### src/rtl/sp_mac_operand_feeder.sv
// Operand feeder for a systolic MAC chain: buffers int4/int8 operand beats, issues them on pulse
// strobes gated by hold, then issues ARRAY_DEPTH zero beats to drain the array before done.
module sp_mac_operand_feeder #(
  parameter int FIFO_DEPTH  = 4,
  parameter int ARRAY_DEPTH = 4
) (
  input  logic       clk,
  input  logic       reset,
  input  logic       start,
  input  logic [7:0] len,
  input  logic       s_valid,
  output logic       s_ready,
  input  logic [3:0] s_a1,
  input  logic [3:0] s_a2,
  input  logic [7:0] s_b1,
  input  logic [7:0] s_b2,
  input  logic       hold,
  output logic       pulse,
  output logic [3:0] out_a1,
  output logic [3:0] out_a2,
  output logic [7:0] out_b1,
  output logic [7:0] out_b2,
  output logic [8:0] out_mix,
  output logic       busy,
  output logic       done
);

  localparam int AW = (FIFO_DEPTH > 1) ? $clog2(FIFO_DEPTH) : 1;
  localparam int FW = $clog2(ARRAY_DEPTH + 1);
  localparam int EW = 33;  // {a1, a2, b1, b2, mix}

  typedef enum logic [1:0] {IDLE, FEED, FLUSH, DONE} state_t;

  state_t          state_q, state_d;
  logic [7:0]      len_q, len_d;
  logic [7:0]      acc_cnt_q, acc_cnt_d;
  logic [7:0]      iss_cnt_q, iss_cnt_d;
  logic [FW-1:0]   flush_cnt_q, flush_cnt_d;
  logic [AW-1:0]   wr_ptr_q, wr_ptr_d;
  logic [AW-1:0]   rd_ptr_q, rd_ptr_d;
  logic [AW:0]     occ_q, occ_d;
  logic [EW-1:0]   mem_q [FIFO_DEPTH];
  logic [EW-1:0]   mem_d [FIFO_DEPTH];
  logic [EW-1:0]   out_q, out_d;
  logic            pulse_q, pulse_d;

  logic            fifo_full;
  logic            fifo_empty;
  logic            push;
  logic            pop;
  logic [8:0]      wr_mix;
  logic [EW-1:0]   wr_entry;

  assign fifo_full  = (occ_q == (AW+1)'(FIFO_DEPTH));
  assign fifo_empty = (occ_q == '0);
  assign s_ready    = (state_q == FEED) && !fifo_full && (acc_cnt_q < len_q);
  assign push       = s_valid && s_ready;
  assign pop        = (state_q == FEED) && !fifo_empty && !hold;
  assign wr_mix     = {s_b1[7], s_b1} + {s_b2[7], s_b2};
  assign wr_entry   = {s_a1, s_a2, s_b1, s_b2, wr_mix};

  always_comb begin
    state_d     = state_q;
    len_d       = len_q;
    acc_cnt_d   = acc_cnt_q;
    iss_cnt_d   = iss_cnt_q;
    flush_cnt_d = flush_cnt_q;
    wr_ptr_d    = wr_ptr_q;
    rd_ptr_d    = rd_ptr_q;
    occ_d       = occ_q;
    mem_d       = mem_q;
    out_d       = out_q;
    pulse_d     = 1'b0;

    if (push) begin
      mem_d[wr_ptr_q] = wr_entry;
      wr_ptr_d        = wr_ptr_q + 1'b1;
      acc_cnt_d       = acc_cnt_q + 8'd1;
    end
    if (pop) begin
      out_d     = mem_q[rd_ptr_q];
      rd_ptr_d  = rd_ptr_q + 1'b1;
      pulse_d   = 1'b1;
      iss_cnt_d = iss_cnt_q + 8'd1;
    end
    case ({push, pop})
      2'b10:   occ_d = occ_q + 1'b1;
      2'b01:   occ_d = occ_q - 1'b1;
      default: occ_d = occ_q;
    endcase

    case (state_q)
      IDLE: begin
        if (start) begin
          len_d       = len;
          acc_cnt_d   = '0;
          iss_cnt_d   = '0;
          flush_cnt_d = '0;
          state_d     = (len != 8'd0) ? FEED : DONE;
        end
      end
      FEED: begin
        if (pop && ((iss_cnt_q + 8'd1) == len_q)) begin
          state_d = FLUSH;
        end
      end
      FLUSH: begin
        // Extra cycle after the final zero beat so done trails the last pulse.
        if (flush_cnt_q == FW'(ARRAY_DEPTH)) begin
          state_d = DONE;
        end else if (!hold) begin
          out_d       = '0;
          pulse_d     = 1'b1;
          flush_cnt_d = flush_cnt_q + 1'b1;
        end
      end
      DONE: begin
        state_d = IDLE;
      end
      default: begin
        state_d = IDLE;
      end
    endcase
  end

  always_ff @(posedge clk or posedge reset) begin
    if (reset) begin
      state_q     <= IDLE;
      len_q       <= '0;
      acc_cnt_q   <= '0;
      iss_cnt_q   <= '0;
      flush_cnt_q <= '0;
      wr_ptr_q    <= '0;
      rd_ptr_q    <= '0;
      occ_q       <= '0;
      out_q       <= '0;
      pulse_q     <= 1'b0;
    end else begin
      state_q     <= state_d;
      len_q       <= len_d;
      acc_cnt_q   <= acc_cnt_d;
      iss_cnt_q   <= iss_cnt_d;
      flush_cnt_q <= flush_cnt_d;
      wr_ptr_q    <= wr_ptr_d;
      rd_ptr_q    <= rd_ptr_d;
      occ_q       <= occ_d;
      out_q       <= out_d;
      pulse_q     <= pulse_d;
    end
  end

  // Storage needs no reset: occupancy guards every read.
  always_ff @(posedge clk) begin
    mem_q <= mem_d;
  end

  assign {out_a1, out_a2, out_b1, out_b2, out_mix} = out_q;
  assign pulse = pulse_q;
  assign busy  = (state_q != IDLE);
  assign done  = (state_q == DONE);

endmodule

### config.mk
export PLATFORM = sky130hd
export DESIGN_NAME = sp_mac_operand_feeder
export DESIGN_NICKNAME = d
export VERILOG_FILES = /design/src/rtl/sp_mac_operand_feeder.sv
export SDC_FILE = /design/constraint.sdc
export NUM_CORES = 1
export LEC_CHECK = 0
export ABC_CLOCK_PERIOD_IN_PS = 4350
export CORE_MARGIN = 3
export CORE_UTILIZATION = 58
export DETAILED_ROUTE_END_ITERATION = 8
export PLACE_DENSITY_LB_ADDON = 0.08
export SYNTH_ARGS = -nofsm -noshare
export SYNTH_HDL_FRONTEND = slang
export SYNTH_SLANG_ARGS = --single-unit
### constraint.sdc
create_clock -name clk -period 4.35 [get_ports clk]
set_input_delay 1.305 -clock clk [delete_from_list [all_inputs] [get_ports clk]]
set_output_delay 1.305 -clock clk [all_outputs]
set_load 0.02 [all_outputs]
==> impl_metrics.ini <==
[global_route]
grt_overflow = 0
grt_pass1_wl_um = 28100
grt_pass1_vias = 5272
antenna_found_initial = 0
grtUsageTotal_pct = 21.8
grt_max_degree = 71

[detailed_routing]
drt_iter0_markers = 341
vias_per_cell = 5.70
first_pass_iters = 5
drc = 0
post_drt_wl_per_cell_um = 19.0
wl_met2_um = 8400
wirelength_um = 16800
wl_met3_um = 794
routed.top_layer = met4
wl_met1_um = 7280
ant_nets = 0
vias = 5037

[logic_synthesis]
yosys.area.top_type_share_pct = 45.9
syn_area_per_cell_um2 = 14.3
syn_nets = 672
ys_ff_latch = 202
syn_area_um2 = 8640
synth_ff_type = edfxtp_1
yosys_warnings = 0
synth_cell_type_count = 52
synth_edf_count = 132
synth_area_leaders = edfxtp_1, dfrtp_1, mux4_2
yosys.area.top_type = edfxtp_1
netlist_instances = 605
yosysSeqAreaShare_pct = 66.1
ys_async_sr_fraction_pct = 34.7

[flow_run]
cap_violations = 0

[cts]
post_cts_buffers = 0
ctsResizeCount = 0
clk-insertion-delay-late_ns = 0.51
cts_root_buf = clkbuf_16
h-tree-depth = 1
clock_path_buffers = 3
cts_tree = done
numClockSinks = 202
cts_inserted_buffers = 22
cts_hold_buf = 0
cts.clk_slew.worst_paths_ns = 0.06

[final_layout]
final_area_um2 = 10400
final_nets = 755
fill_cells = 927
ff_latch_area_um2 = 5720
multi_input_area_um2 = 2720
syn2layout_area_growth_pct = 19.8
diodes = 0
drive_gt1_share_pct = 12.4
post-route-util_pct = 72.9

[timing]
finalCriticalPeriod_ns = 4.05
rsz0062_at_grt = false
whs_ns = 0.516
slew_violations = 0
fin_skew_ns = 0.0211
fin_setup_tns_ns = 0
finalSetupViolCount = 0
worst_pin_slew_ns = 0.949
fmax_ghz = 0.247
fin_crit_sh_pct = 93.1
max_slew_margin_pct = 36.8
finalHoldViolations = 0

[critical_path]
crit_required_ns = 3.04
crit_start = len_q[5]
timing.rr.start = len_q[5]
cp_max_fo = 5
r2r_end = mem_q[77]
rrSetupSlack_ns = 1.20
critPathArrivalTime_ns = 2.75
endpoint = s_ready
reg2regPathDepth = 8
start_kind = flip-flop
cp-end-kind = output pin
path_class = reg -> out

[floorplan]
start_util_pct = 60.9
dieHeight_um = 128
dieArea_um2 = 16400
die_x_um = 128
num_rows = 43
design.core.area_um2 = 14200
ios = 74

[outcome]
outcome = finished clean

[min_path]
hp-class = reg -> reg

[placement]
gp_congestion = 0.824
placedInstanceArea_um2 = 9640
dp_hpwl_um = 10800
port_buffers = 73

[power]
power.leakage_nw = 3.94
power_density_nw_per_um2 = 623
worst_ir_drop_vdd_uv = 503
critical path: stages, from the launching register on:
cell and delay, ns:
dfrtp_1 0.36, inv_1 0.06, ha_1 0.31, a21o_1 0.18
a21o_1 0.17, a221o_1 0.40, a21oi_1 0.15, clkdlybuf4s50_1 0.62
state kept, by name, indices dropped and copies added (netlist names):
name         cells
flush_cnt_q      3
occ_q            3
wr_ptr_q         2
len_q            8
out_q           33
pulse            1
rd_ptr_q         2
state_q          2
acc_cnt_q        8
mem_q          132
iss_cnt_q        8
where the power goes:
| group | total, mW | internal [mW] | leakage (nW) | switching (mW) |
|---|---|---|---|---|
| Clock | 1.82 | 1.10 | 0.357 | 0.716 |
| Combinational | 1.97 | 0.922 | 1.48 | 1.05 |
| Sequential | 2.67 | 2.42 | 2.10 | 0.249 |
layout by cell type, fill, tap and decap left out, types with 3 or more instances in the layout:
| master | netlist | layout |
|---|---|---|
| a21boi_1 | 3 | 3 |
| a21o_1 | 6 | 6 |
| nor4_1 | 3 | 3 |
| a21oi_1 | 39 | 39 |
| nand2b_1 | 6 | 6 |
| a211oi_1 | 3 | 3 |
| a22o_1 | 3 | 3 |
| mux4_2 | 33 | 33 |
| nand3_1 | 5 | 5 |
| or2b_1 | 3 | 3 |
| and3_1 | 3 | 3 |
| nor2_1 | 28 | 27 |
| clkinv_1 | 0 | 3 |
| buf_12 | 0 | 4 |
| clkbuf_16 | 0 | 22 |
| mux2i_1 | 4 | 4 |
| and2_1 | 5 | 5 |
| nand4_1 | 5 | 5 |
| dfrtp_1 | 70 | 69 |
| inv_2 | 2 | 3 |
| clkbuf_8 | 0 | 3 |
| o21ai_0 | 5 | 5 |
| xor2_1 | 7 | 7 |
| xnor2_1 | 25 | 25 |
| o21ai_1 | 9 | 9 |
| edfxtp_1 | 132 | 132 |
| ha_1 | 28 | 28 |
| clkbuf_1 | 19 | 4 |
| nor3_1 | 5 | 5 |
| clkdlybuf4s50_1 | 0 | 73 |
| buf_4 | 1 | 7 |
| nand2_1 | 95 | 95 |
| clkinv_2 | 0 | 5 |
| inv_1 | 29 | 28 |
synth_stat cells, types with 6 or more instances:
cell / count
dfrtp_1: 70
o21ai_1: 9
nand2_1: 95
xnor2_1: 25
a21o_1: 6
mux4_2: 33
nand2b_1: 6
inv_1: 29
nor2_1: 28
ha_1: 28
edfxtp_1: 132
xor2_1: 7
clkbuf_1: 19
a21oi_1: 39
layer usage:
layer	vias up	GRT usage (%)
met5	-	0
met4	0	6.05
met3	29	3.54
met2	118	36.3
met1	2523	30.2
li1	2367	-
layout make-up:
cell class	count	area share [%]
Sequential cell	202	55.2
Multi-Input combinational cell	347	26.2
Timing Repair Buffer	84	8.33
Clock buffer	29	5.86
Tap cell	180	2.17
Inverter	31	1.12
Clock inverter	11	1.09
worst min path at each step:
stage | from | slack, ns | end | cells past startpoint
2_1_floorplan | occ_q[2] | 0.46 | occ_q[2] | 1
3_3_place_gp | out_q[25] | 0.51 | out_q[25] | 2
3_5_place_dp | occ_q[0] | 0.51 | occ_q[0] | 1
4_1_cts | occ_q[0] | 0.52 | occ_q[0] | 1
5_1_grt | out_q[18] | 0.54 | out_q[18] | 2
6_report | occ_q[0] | 0.52 | occ_q[0] | 1
kinds of logic (layout without fill, tap and decap cells):
family / after synthesis / after routing / synth area share [%]
xor+xnor: 32 / 32 / 3.24
buf+inv: 56 / 155 / 2.52
compound gates: 83 / 83 / 6.09
mux: 37 / 37 / 9.06
fa+ha+maj: 30 / 30 / 4.52
simple gates: 165 / 165 / 8.45
flops: 202 / 202 / 66.1
stage by stage:
step / setup WS, ns / instances / power (mW)
global route: 0.215 / 884 / 6.82
global placement: 0.717 / 844 / 4.63
finish: 0.300 / 884 / 6.46
detailed placement: 0.623 / 844 / 4.71
floorplan: 1.15 / 605 / 4.00
CTS: 0.280 / 884 / 6.53
(Power assumes the default switching activity.)
